**src/rtl/shift_reg_ctrl_pkg.sv**
```systemverilog
// Shared types and constants for the PISO shift-register sequencer.
// State encoding, legal WIDTH bounds and the bit-counter width helper.
package shift_reg_ctrl_pkg;

   typedef enum logic [1:0] {
      ST_IDLE  = 2'b00,
      ST_SHIFT = 2'b01,
      ST_DONE  = 2'b10
   } state_t;

   localparam int WIDTH_MIN = 2;
   localparam int WIDTH_MAX = 32;

   // Counter must index 0..w-1; never narrower than one bit.
   function automatic int cnt_width(input int w);
      return (w < 2) ? 1 : $clog2(w);
   endfunction

endpackage

```
**src/rtl/shift_reg_dp.sv**
```systemverilog
// WIDTH-bit storage register: parallel load, one-bit shift toward the output end with zero fill, or hold.
// Output-end bit is visible one cycle after load/shift; load has priority over shift.
module shift_reg_dp #(
   parameter int WIDTH     = 8,
   parameter bit MSB_FIRST = 1'b1
) (
   input  logic             clk,
   input  logic             rst_n,
   input  logic             load,
   input  logic             shift,
   input  logic [WIDTH-1:0] word,
   output logic             out_bit
);

   logic [WIDTH-1:0] sreg;

   always_ff @(posedge clk) begin
      if (!rst_n) begin
         sreg <= '0;
      end else if (load) begin
         sreg <= word;
      end else if (shift) begin
         if (MSB_FIRST)
            sreg <= {sreg[WIDTH-2:0], 1'b0};
         else
            sreg <= {1'b0, sreg[WIDTH-1:1]};
      end
   end

   assign out_bit = MSB_FIRST ? sreg[WIDTH-1] : sreg[0];

endmodule

```
**src/rtl/shift_reg_ctrl.sv**
```systemverilog
// Load/shift/hold sequencer for a PISO register: one word per handshake, WIDTH bits out, then a DONE pulse.
// First bit one cycle after accept; HOLD stalls shifting and masks SO_VALID/SO_LAST combinationally.
module shift_reg_ctrl
   import shift_reg_ctrl_pkg::*;
#(
   parameter int WIDTH     = 8,
   parameter bit MSB_FIRST = 1'b1
) (
   input  logic             CP,
   input  logic             RN,
   input  logic             IN_VALID,
   output logic             IN_READY,
   input  logic [WIDTH-1:0] IN_DATA,
   input  logic             HOLD,
   output logic             SO,
   output logic             SO_VALID,
   output logic             SO_LAST,
   output logic             DONE,
   output logic             BUSY
);

   localparam int CW = cnt_width(WIDTH);
   localparam logic [CW-1:0] LAST_IDX = CW'(WIDTH - 1);

   if ((WIDTH < WIDTH_MIN) || (WIDTH > WIDTH_MAX)) begin : g_bad_width
      $error("shift_reg_ctrl: WIDTH out of range");
   end

   state_t        state;
   logic [CW-1:0] cnt;
   logic          accept;
   logic          consume;
   logic          at_last;
   logic          out_bit;

   assign accept  = (state == ST_IDLE) && IN_VALID;
   assign consume = (state == ST_SHIFT) && !HOLD;
   assign at_last = (cnt == LAST_IDX);

   always_ff @(posedge CP) begin
      if (!RN) begin
         state <= ST_IDLE;
         cnt   <= '0;
      end else begin
         case (state)
            ST_IDLE: begin
               if (IN_VALID) begin
                  state <= ST_SHIFT;
                  cnt   <= '0;
               end
            end
            ST_SHIFT: begin
               // Leaving at the last index keeps the counter from wrapping.
               if (!HOLD) begin
                  if (at_last)
                     state <= ST_DONE;
                  else
                     cnt <= cnt + 1'b1;
               end
            end
            ST_DONE: state <= ST_IDLE;
            default: state <= ST_IDLE;
         endcase
      end
   end

   shift_reg_dp #(
      .WIDTH     (WIDTH),
      .MSB_FIRST (MSB_FIRST)
   ) u_dp (
      .clk     (CP),
      .rst_n   (RN),
      .load    (accept),
      .shift   (consume),
      .word    (IN_DATA),
      .out_bit (out_bit)
   );

   assign IN_READY = (state == ST_IDLE);
   assign BUSY     = (state != ST_IDLE);
   assign DONE     = (state == ST_DONE);
   assign SO       = out_bit;
   assign SO_VALID = consume;
   assign SO_LAST  = consume && at_last;

endmodule

```
**config.mk**
```make
export PLATFORM = sky130hd
export DESIGN_NAME = shift_reg_ctrl
export DESIGN_NICKNAME = d
export VERILOG_FILES = /design/src/rtl/shift_reg_ctrl_pkg.sv /design/src/rtl/shift_reg_dp.sv /design/src/rtl/shift_reg_ctrl.sv
export SDC_FILE = /design/constraint.sdc
export NUM_CORES = 1
export LEC_CHECK = 0
export BUFFER_PORTS_ARGS = -buffer_cell sky130_fd_sc_hd__buf_4
export CORE_UTILIZATION = 40
export CTS_BUF_LIST = sky130_fd_sc_hd__clkbuf_8
export CTS_CLUSTER_SIZE = 16
export DETAILED_ROUTE_END_ITERATION = 12
export PLACE_DENSITY = 0.61
export SETUP_SLACK_MARGIN = 0.3
export SYNTH_ARGS = -nofsm -noshare
export SYNTH_HDL_FRONTEND = slang
export SYNTH_HIERARCHICAL = 1
export SYNTH_SLANG_ARGS = --single-unit
export TNS_END_PERCENT = 1
```
**constraint.sdc**
```tcl
create_clock -name CP -period 1.7 [get_ports CP]
set_clock_uncertainty 0.05 [all_clocks]
set_input_delay 0.17 -clock CP [delete_from_list [all_inputs] [get_ports CP]]
set_output_delay 0.17 -clock CP [all_outputs]
set_load 0.03 [all_outputs]
```
=== After elaboration in Yosys (flattened, before gate mapping) ===
Index checks and enable logic that the tools add are counted.

* Register bits: 13
* Input bits: 12
* Word-level logic and storage cells: 31

* $add $sub $neg: 1
* Equal/unequal tests: 7
* Mux-type cells: 10
* Reductions and logical operators: 10

{| class="wikitable"
|+ Operator list
! kind !! count
|-
| two-way mux 8 bit || 2
|-
| two-way mux 3 bit || 3
|-
| inequality test 2 bit (second input constant) || 4
|-
| two-way mux 2 bit || 3
|-
| case mux 3 bit (2 select lines) || 1
|-
| nonzero test 2 bit || 3
|-
| case mux 2 bit (2 select lines) || 1
|-
| AND reduction 4 bit || 1
|-
| adder 3 x 1 -> 3 bit (second input constant) || 1
|-
| == test 3 bit (second input constant) || 1
|-
| logical AND 1 bit || 3
|-
| AND reduction 3 bit || 1
|-
| == test 2 x 1 -> 1 bit (second input constant) || 1
|-
| == test 2 bit (second input constant) || 1
|-
| logical NOT 2 bit || 1
|-
| logical NOT 1 bit || 1
|}

=== Longest topological paths before layout ===
Gate-level depths: netlist of run 1.

* Word-level depth: 4
* Mapped depth: 5
* Depth with buffers taken out: 5

=== By module ===
Netlist of run 1, hierarchy kept.

{| class="wikitable"
|+ By module, submodules not included
! module !! times used !! cells each !! area an instance (um^2)
|-
| shift_reg_dp || 1 || 35 || 419.2
|-
| shift_reg_ctrl || 1 || 23 || 250.2
|}

=== Least setup slack after synthesis of run 1 ===
Ideal clock, no wire load.

* Path kind: reg-to-reg
* Start: register state[0]
* End: register u_dp.sreg[1]
* Arrival time: 1.664 ns
* Required time: 1.534 ns
* Path slack: -0.130 ns
* Stages on the path, launching flop included: 5
* Path buffers: 1
* Clock period less this slack: 1.830 ns
* Path through: dfxtp_1 > nor3b_2 > buf_6 > mux2_4 > o211a_1

* Word-level cells in the longest chain between the ends: 3
* Elaborated cells between the ends (all ways): 6
* Classes of those cells: eq/ne: 1; mux: 1; reduce/logical: 4

{| class="wikitable"
|+ RTL lines
! item !! line !! RTL
|-
| start: declaration || shift_reg_ctrl.sv:29 || <nowiki>state_t state;</nowiki>
|-
| start signal: assignment || shift_reg_ctrl.sv:42 || <nowiki>state <= ST_IDLE;</nowiki>
|-
| start signal: assignment || shift_reg_ctrl.sv:48 || <nowiki>state <= ST_SHIFT;</nowiki>
|-
| start signal: assignment || shift_reg_ctrl.sv:56 || <nowiki>state <= ST_DONE;</nowiki>
|-
| == test 2 x 1 -> 1 bit || shift_reg_ctrl.sv:37 || <nowiki>assign consume = (state == ST_SHIFT) && !HOLD;</nowiki>
|-
| logical AND 1 bit || shift_reg_ctrl.sv:37 ||
|-
| via SO_VALID || shift_reg_ctrl.sv:16 || <nowiki>output logic SO_VALID,</nowiki>
|-
| nonzero test 2 bit (no line) || - ||
|-
| end signal: assignment || shift_reg_dp.sv:21 || <nowiki>sreg <= word;</nowiki>
|-
| end signal: assignment || shift_reg_dp.sv:24 || <nowiki>sreg <= {sreg[WIDTH-2:0], 1'b0};</nowiki>
|-
| end signal: assignment || shift_reg_dp.sv:26 || <nowiki>sreg <= {1'b0, sreg[WIDTH-1:1]};</nowiki>
|-
| end: declaration || shift_reg_dp.sv:15 || <nowiki>logic [WIDTH-1:0] sreg;</nowiki>
|}

The timed path passes the listed nets, and every way through them passes these cells.
A chain may end at the register's enable or synchronous reset.

=== Final worst setup path of run 1 ===
* Start: register cnt[0]
* End: register cnt[0]

* Word-level cells in the longest chain between the ends: 4
* Elaborated cells between the ends (all ways): 7
* Classes of those cells: add/sub: 1; eq/ne: 2; mux: 3; reduce/logical: 1

{| class="wikitable"
|+ RTL lines
! item !! line !! RTL
|-
| start: declaration || shift_reg_ctrl.sv:30 || <nowiki>logic [CW-1:0] cnt;</nowiki>
|-
| start signal: assignment || shift_reg_ctrl.sv:58 || <nowiki>cnt <= cnt + 1'b1;</nowiki>
|-
| adder 3 x 1 -> 3 bit || shift_reg_ctrl.sv:58 ||
|-
| two-way mux 3 bit || shift_reg_ctrl.sv:55 || <nowiki>if (at_last)</nowiki>
|-
| two-way mux 3 bit || shift_reg_ctrl.sv:54 || <nowiki>if (!HOLD) begin</nowiki>
|-
| case mux 3 bit (2 select lines) || shift_reg_ctrl.sv:45 || <nowiki>case (state)</nowiki>
|}

Parallel ways exist; a longest one is shown, timed or not. The select of a mux whose other input is x is not followed.

==> out/results.txt, run 1 <==
Crit end category - flip-flop
Root Driver - clkbuf_8
Final setup vio count - 0
Lkg Pwr - 0.4832 nW
Boundary pin count - 18
Inserted Clock Buffers - 3
Final ANT Viol Nets - 0
Unrepaired setup endpoints after global routing - yes
CORE AREA - 1541 um^2
Worst skew pair latency - 0.24 ns
Drt drc - 0
DRT Pass-1 Iters - 3
H-tree depth - 1
Syn nets - 72
Xor and xnor area share after synthesis - 0%
Post-route cell area - 950.9 um^2
R2r worst-path depth - 5
Min Tclk post-route - 1.474 ns
Synth cell types - 22
Sequential area share after synthesis - 38.88%
Pins Over Slew Limit - 0
Vias in the first global route - 503
First-pass GRT wire length - 2125 um
Minimum hold slack - 0.1492 ns
DR WL/cell - 12.24 um
Count of input and output buffers - 17
Num rows - 14
Synthesized-area fraction occupied by adder cells - 3.738%
Mux cell area share after synthesis - 17.94%
MaxCap Viol Count - 0
Post-CTS Hold Buffers - 0
Final #Nets - 97
CP Class - reg2reg
Syn avg cell area - 11.54 um^2
Starting Density - 43.43%
Final Cycle Share - 86.68%
Status - complete, no violations
Hold path cells - 3
Grt ovf - 0
Iteration-0 DRC Markers - 2
Crit path DAT - 1.54 ns
Synth Area in Simple Gates - 20.75%
Clk pin slew, worst setup/hold paths - 0.05 ns
Share of cells above drive strength 1 - 52.44%
Vias - 504
Pwr Total - 0.0007331 W
Layout fillers - 129
CP max FO - 5
P&R area growth vs syn - 42.06%
CTS tree - yes
Die H - 42.91 um
Hold Crit Class - in2reg
Cell Area, Placed - 847.1 um^2
CP Launch Type - flip-flop
CP required - 1.77 ns
Seq cells post-synth - 13
Drt total wl - 1200 um
Vias/cell - 5.143
Pwr dens - 770.9 nW/um^2
Hpwl dp - 851.3 um
Final Core Density - 61.69%
Die X-Extent - 42.91 um
Synthesized area - 669.4 um^2
Fin. Hold Viols - 0
Least-Margin Pin Slew - 0.2748 ns
VDD IR max - 0.7898 mV
Number of diodes - 0
Setup TNS - 0 ns
Full die area - 1841 um^2
Worst slew margin - 81.66%
Compound-Gate Fraction of Synth Area - 15.14%
Initial antenna violation count - 0
Total GRT Usage - 15.87%
Largest family of logic cells by synthesized area - simple AND/OR/NAND/NOR gates
Clk sinks - 13
Largest net degree at the start of global routing - 13
Routability congestion estimate - 0.7135
CTS max path bufs - 2
Syn Inst Count - 58
Yosys warns - 6
Max Fclk - 678.6 MHz
-- worst max-delay path, cell delays in order (launching register included) --
cell     delay (ns)
dfxtp_1        0.32
ha_2           0.20
ha_4           0.18
nor4b_4        0.25
nor3b_2        0.10
mux2_4         0.26
-- placed cells by master (no fill, tap or decap), types with 2 or more instances in the layout --
cell type / netlist / final
nor3b_2: 1 / 2
mux2_4: 8 / 8
clkbuf_8: 0 / 3
nand2_1: 2 / 2
a22o_1: 2 / 2
inv_1: 1 / 2
dfxtp_1: 13 / 11
nand2b_1: 7 / 7
buf_4: 0 / 22
o211a_1: 7 / 7
-- report_power, final --
| group | switching, W | internal (W) | total (W) |
|---|---|---|---|
| clock network | 0.0000978 | 0.000159 | 0.000256 |
| registers | 0.00000970 | 0.000323 | 0.000333 |
| logic | 0.0000571 | 0.0000870 | 0.000144 |
| total | 0.000165 | 0.000568 | 0.000733 |
-- cells by family (layout without fill, tap and decap cells) --
family	after synthesis	after routing
buf+inv	4	28
compound gates	11	11
simple gates	20	20
fa+ha+maj	2	2
mux	8	8
flops	13	13
-- final cells by class --
class	count	area, um^2	share of cell area [%]
well taps	16	20.02	2.105
flip-flops and latches	13	265.3	27.89
inverters	1	3.754	0.3947
clock inverters	1	3.754	0.3947
repair buffers	23	185.2	19.47
clock buffers	3	41.29	4.342
multi-input cells	41	431.7	45.39
-- per-layer routing --
layer  routed length (um)  part of all wire [%]  vias to the layer above  global-route usage, %
li1                     -                     -                      263                      -
met5                    0                     0                        -                      0
met2                  540                    45                        9                  25.76
met1                  591                    49                      230                  17.94
met4                   19                   1.6                        0                  7.500
met3                   48                   4.0                        2                  6.383
-- sequential cells by signal, summed over array words and instances, names as in the netlist --
register   count
cnt            3
u_dp/sreg      8
state          2
-- what timing repair did --
action / CTS / global route
endpoints found under the setup margin: 11 / 13
resized for setup: 8 / 1
gates cloned: 0 / 0
setup buffers: 2 / 0
pin swaps: 2 / 1
-- Yosys cell counts (all sizes together) --
cell | instances | area share, %
dfxtp | 13 | 39
mux2 | 8 | 18
nand2b | 7 | 6.5
o211a | 7 | 10
nor3b | 4 | 5.2
buf | 3 | 3.0
a22o | 2 | 2.6
ha | 2 | 3.7
nand2 | 2 | 1.1
a21boi | 1 | 1.1
and2 | 1 | 0.94
and3 | 1 | 0.94
and3b | 1 | 1.5
inv | 1 | 0.56
nor2b | 1 | 0.94
nor4b | 1 | 1.3
o22ai | 1 | 0.94
or2 | 1 | 0.94
or3b | 1 | 1.3
-- path summary, 6_finish.rpt --
kind	from	to	slack, ns
max	cnt[0]	cnt[0]	0.23
min	IN_DATA[0]	u_dp/sreg[0]	0.15
max reg2reg	cnt[0]	cnt[0]	0.23
min reg2reg	cnt[1]	cnt[1]	0.43
-- metrics by stage --
| step | instances | worst slack, ns |
|---|---|---|
| 2_1_floorplan | 58 | 0.06418 |
| 3_3_place_gp | 92 | 0.1560 |
| 3_5_place_dp | 92 | 0.08049 |
| 4_1_cts | 98 | 0.2068 |
| 5_1_grt | 98 | 0.1631 |
| 6_report | 98 | 0.2264 |
No activity file was read; power rests on OpenSTA's default activity.
==> inputs of run 2 (changes only) <==
Settings changed: RECOVER_POWER from default to 100.
==> run 2 against run 1 <==
Effect of this change:
- via count down 0.79%
- fmax down 3.9%
- design area down 5.7%
- clock-buffer cell count unchanged
- largest cell class unchanged
- sequential power about the same
- global-route usage unchanged
==> out/results.txt, run 2 (same netlist as run 1, synthesis figures left out) <==
Final #Nets - 97
Share of cells above drive strength 1 - 37.80%
CTS tree - yes
Most frequent cells in the layout - buf_4, dfxtp_1, nand2b_1, o211a_1, mux2_1
Inserted Clock Buffers - 3
Max Fclk - 652.0 MHz
R2R Setup Slk - 0.17 ns
Largest register FFs - 8
Worst Hold Endpoint - u_dp/sreg[0]
Hold path cells - 3
CP required - 1.77 ns
VDD IR max - 0.7688 mV
Least-Margin Pin Slew - 0.3645 ns
Commonest non-fill, non-tap cell in the layout - buf_4
R2r worst-path depth - 4
Die H - 42.91 um
Starting Density - 43.43%
Routability congestion estimate - 0.7135
Num rows - 14
Final Core Density - 58.20%
Crit end category - flip-flop
CORE AREA - 1541 um^2
Lkg Pwr - 0.4587 nW
Biggest register - u_dp/sreg
Final Cycle Share - 90.22%
DRT Pass-1 Iters - 3
CTS max path bufs - 2
Vias - 500
Worst skew pair latency - 0.23 ns
DR WL/cell - 12.33 um
Placed cell count - 92
Final ANT Viol Nets - 0
CP Launch Type - flip-flop
Grt ovf - 0
Clk pin slew, worst setup/hold paths - 0.05 ns
Worst path slowest cell - nor3b_2
Total GRT Usage - 15.87%
Cell Area, Placed - 847.1 um^2
Worst Setup Slack, final - 0.1662 ns
Pwr dens - 796.0 nW/um^2
Top delay family on crit path - simple AND/OR/NAND/NOR gates
Final setup vio count - 0
Count of input and output buffers - 17
Crit path DAT - 1.61 ns
Number of diodes - 0
Boundary pin count - 18
Min Tclk post-route - 1.534 ns
Hold Crit Class - in2reg
Unrepaired setup endpoints after global routing - yes
Initial antenna violation count - 0
Root Driver - clkbuf_8
CP Class - reg2reg
Post-route cell area - 897.1 um^2
Worst slew margin - 75.59%
Dpl ws - 0.08049 ns
Top Registers - u_dp/sreg: 8 flops, cnt: 3 flops, state: 2 flops
Drt drc - 0
Clk sinks - 13
Vias/cell - 5.102
Die X-Extent - 42.91 um
H-tree depth - 1
CP max FO - 8
Largest net degree at the start of global routing - 13
Non-Filler Instances - 98
Setup TNS - 0 ns
HP Start - IN_DATA[0]
Pins Over Slew Limit - 0
Fin. Hold Viols - 0
Buf/Inv on CP - 1
First-pass GRT wire length - 2125 um
Cell Chain, Critical Path - nor3b_2 -> buf_12 -> mux2_1 -> o211a_1
Drt total wl - 1208 um
Hpwl dp - 851.3 um
Status - complete, no violations
Vias in the first global route - 503
Critical Path Max Stage Delay - 0.34 ns
Iteration-0 DRC Markers - 4
P&R area growth vs syn - 34.02%
R2r endpoint - u_dp/sreg[5]
Reg-to-Reg Start - state[1]
Full die area - 1841 um^2
MaxCap Viol Count - 0
run 2: changes by cell type in the layout (fill, tap and decap cells not counted), moves of 4 or more:
cell	change
mux2_1	+5
mux2_4	-5
clkbuf_1	+4
buf_4	-5
run 2: worst reg2reg max path: stages, from the launching register on:
cell and delay [ns]:
dfxtp_1 0.32, nor3b_2 0.34, buf_12 0.18, mux2_1 0.32, o211a_1 0.21
run 2: final cells by class:
class,instances,area [um^2]
fillers,138,644.4
clock buffers,3,41.29
flip-flops and latches,13,261.5
multi-input cells,41,399.1
clock inverters,1,3.754
inverters,1,3.754
well taps,16,20.02
repair buffers,23,167.7
run 2: worst max path at each step:
stage	from	end	slack, ns	cells past startpoint
floorplan	state[0]	u_dp/sreg[1]	0.06	4
global placement	cnt[0]	cnt[0]	0.16	5
detailed placement	cnt[0]	cnt[0]	0.08	5
CTS	state[1]	u_dp/sreg[5]	0.21	4
global route	state[1]	u_dp/sreg[5]	0.09	4
finish	state[1]	u_dp/sreg[5]	0.17	4
run 2: per-layer routing:
| layer | global-route usage, % | vias to the layer above | part of all wire (%) |
|---|---|---|---|
| met5 | 0 | - | 0 |
| met4 | 7.500 | 0 | 1.6 |
| met3 | 6.383 | 2 | 4.7 |
| met2 | 25.76 | 9 | 44 |
| met1 | 17.94 | 227 | 50 |
| li1 | - | 262 | - |
run 2: stage by stage:
stage	hold slack, ns	total power [W]
after global routing	0.1927	0.0007530
after CTS	0.1477	0.0007451
after detailed placement	0.3996	0.0004805
after floorplan	0.2627	0.0004291
after global placement	0.3909	0.0004788
final	0.1731	0.0007141
run 2: power breakdown:
group          internal [W]  switching, W  total (W)
Clock              0.000158     0.0000964   0.000255
Combinational     0.0000710     0.0000555   0.000126
Sequential         0.000324    0.00000841   0.000333
Total              0.000554      0.000160   0.000714
run 2: what timing repair did:
| item | in CTS | in global routing |
|---|---|---|
| resized for setup | 8 | 1 |
| endpoints found under the setup margin | 11 | 13 |
| hold buffers | 0 | 0 |
| setup buffers | 2 | 0 |
| pin swaps | 2 | 1 |
==> inputs of run 3 (changes only) <==
Settings changed: PLACE_DENSITY 0.61 to default, RECOVER_POWER 100 to default.
==> run 3 against run 2 <==
Effect of this change:
- sequential power is essentially flat
- design area grew 8.2%
- clock power grew 4%
- final cell count grew 1.0%
- highest routed layer unchanged
- via count grew 4.0%
- fmax grew 3.5%
- largest cell class unchanged
==> out/results.txt, run 3 (same netlist as run 1, synthesis figures left out) <==
Hold Crit Class - in2reg
Full die area - 1841 um^2
DR WL/cell - 13.86 um
Lkg Pwr - 0.4903 nW
End point of the critical path - SO_LAST
Drt total wl - 1372 um
Vias in the first global route - 504
Cell Area, Placed - 827.0 um^2
Status - complete, no violations
Layout fillers - 131
Pwr dens - 767.9 nW/um^2
R2r worst-path depth - 5
CTS max path bufs - 2
Iteration-0 DRC Markers - 3
Die X-Extent - 42.91 um
Non-Filler Instances - 99
Boundary pin count - 18
Pins Over Slew Limit - 0
Most frequent cells in the layout - buf_4, dfxtp_1, mux2_4
Initial antenna violation count - 0
Largest net degree at the start of global routing - 16
Top Registers - u_dp/sreg: 8 flops, cnt: 3 flops, state: 2 flops
Setup TNS - 0 ns
Clk pin slew, worst setup/hold paths - 0.06 ns
First-pass GRT wire length - 2304 um
Num rows - 14
Routability congestion estimate - 0.7109
Vias - 520
MaxCap Viol Count - 0
Count of input and output buffers - 17
Final ANT Viol Nets - 0
Biggest register - u_dp/sreg
Reg-to-Reg Start - state[1]
Inserted Clock Buffers - 3
Clk sinks - 13
Crit path DAT - 1.26 ns
Least-Margin Pin Slew - 0.3921 ns
Max Fclk - 674.8 MHz
Final Cycle Share - 87.17%
Hpwl dp - 806.8 um
Final #Nets - 98
Vias/cell - 5.253
H-tree depth - 1
Final setup vio count - 0
Crit end category - output pin
P&R area growth vs syn - 45.05%
CP max FO - 4
Die H - 42.91 um
VDD IR max - 0.7035 mV
Fin. Hold Viols - 0
Placed cell count - 91
Post-route cell area - 970.9 um^2
Worst slew margin - 73.81%
R2R Setup Slk - 0.22 ns
CP required - 1.48 ns
R2r endpoint - u_dp/sreg[3]
Worst skew pair latency - 0.24 ns
Pwr Total - 0.0007456 W
Worst setup path startpoint - state[1]
Root Driver - clkbuf_8
DRT Pass-1 Iters - 4
Number of diodes - 0
Commonest non-fill, non-tap cell in the layout - buf_4
CP Class - reg2out
Unrepaired setup endpoints after global routing - yes
Share of cells above drive strength 1 - 54.22%
Starting Density - 43.43%
CTS tree - yes
Largest register FFs - 8
Drt drc - 0
Post-CTS Hold Buffers - 0
CP Launch Type - flip-flop
CORE AREA - 1541 um^2
Grt ovf - 0
Total GRT Usage - 17.18%
Min Tclk post-route - 1.482 ns
## run 3: cell count changes in the layout (fill, tap and decap cells not counted), moves of 2 or more
cell,previous run,this run
buf_4,17,20
buf_6,0,3
clkbuf_1,4,0
dfxtp_1,12,10
dfxtp_4,0,2
mux2_1,5,0
mux2_4,3,8
## run 3: critical path, cell delays in order, from the launching register on
cell and delay, ns:
dfxtp_4 0.36, nor3b_4 0.19, buf_6 0.14, buf_6 0.09, and2_4 0.12, buf_6 0.12
## run 3: metal layers
layer	routed length [um]	GRT usage (%)	part of all wire, %	vias up
li1	-	-	-	263
met1	679	22.63	49	240
met2	610	26.67	44	15
met3	62	2.553	4.5	2
met4	18	9.375	1.3	0
met5	0	0	0	-
## run 3: through the flow
step	hold slack, ns	setup WS (ns)	util [%]
3_3_place_gp	0.3776	0.1518	53.65
5_1_grt	0.1505	0.1856	62.99
3_5_place_dp	0.3859	0.1062	53.65
2_1_floorplan	0.2627	0.06418	-
6_report	0.1377	0.2181	62.99
4_1_cts	0.1361	0.2232	62.91
## run 3: area by class of cell
cell class	count	area [um^2]	area share, %
multi-input cells	41	429.2	44.20
well taps	16	20.02	2.062
clock buffers	3	41.29	4.253
inverters	1	3.754	0.3866
flip-flops and latches	13	269.0	27.71
clock inverters	1	3.754	0.3866
repair buffers	24	203.9	21.01
## run 3: how the worst min path moves through the flow
stage	start	cells past startpoint	slack, ns	endpoint
after CTS	IN_DATA[0]	3	0.14	u_dp/sreg[0]
after global placement	IN_DATA[0]	3	0.38	u_dp/sreg[0]
after detailed placement	IN_DATA[0]	3	0.39	u_dp/sreg[0]
after global routing	IN_DATA[0]	3	0.15	u_dp/sreg[0]
after floorplan	IN_DATA[0]	2	0.26	u_dp/sreg[0]
final	IN_DATA[0]	3	0.14	u_dp/sreg[0]
## run 3: repair_timing
action	4_1_cts	5_1_grt
gates resized for setup	13	1
pin swaps	3	1
endpoints found under the hold margin	0	0
gates cloned	0	0
setup endpoints to repair	12	14
setup buffers	4	0
## run 3: report_power, final
part	total [W]	switching (W)	internal (W)
Combinational	0.000148	0.0000589	0.0000892
Clock	0.000264	0.000105	0.000159
Sequential	0.000333	0.0000109	0.000322
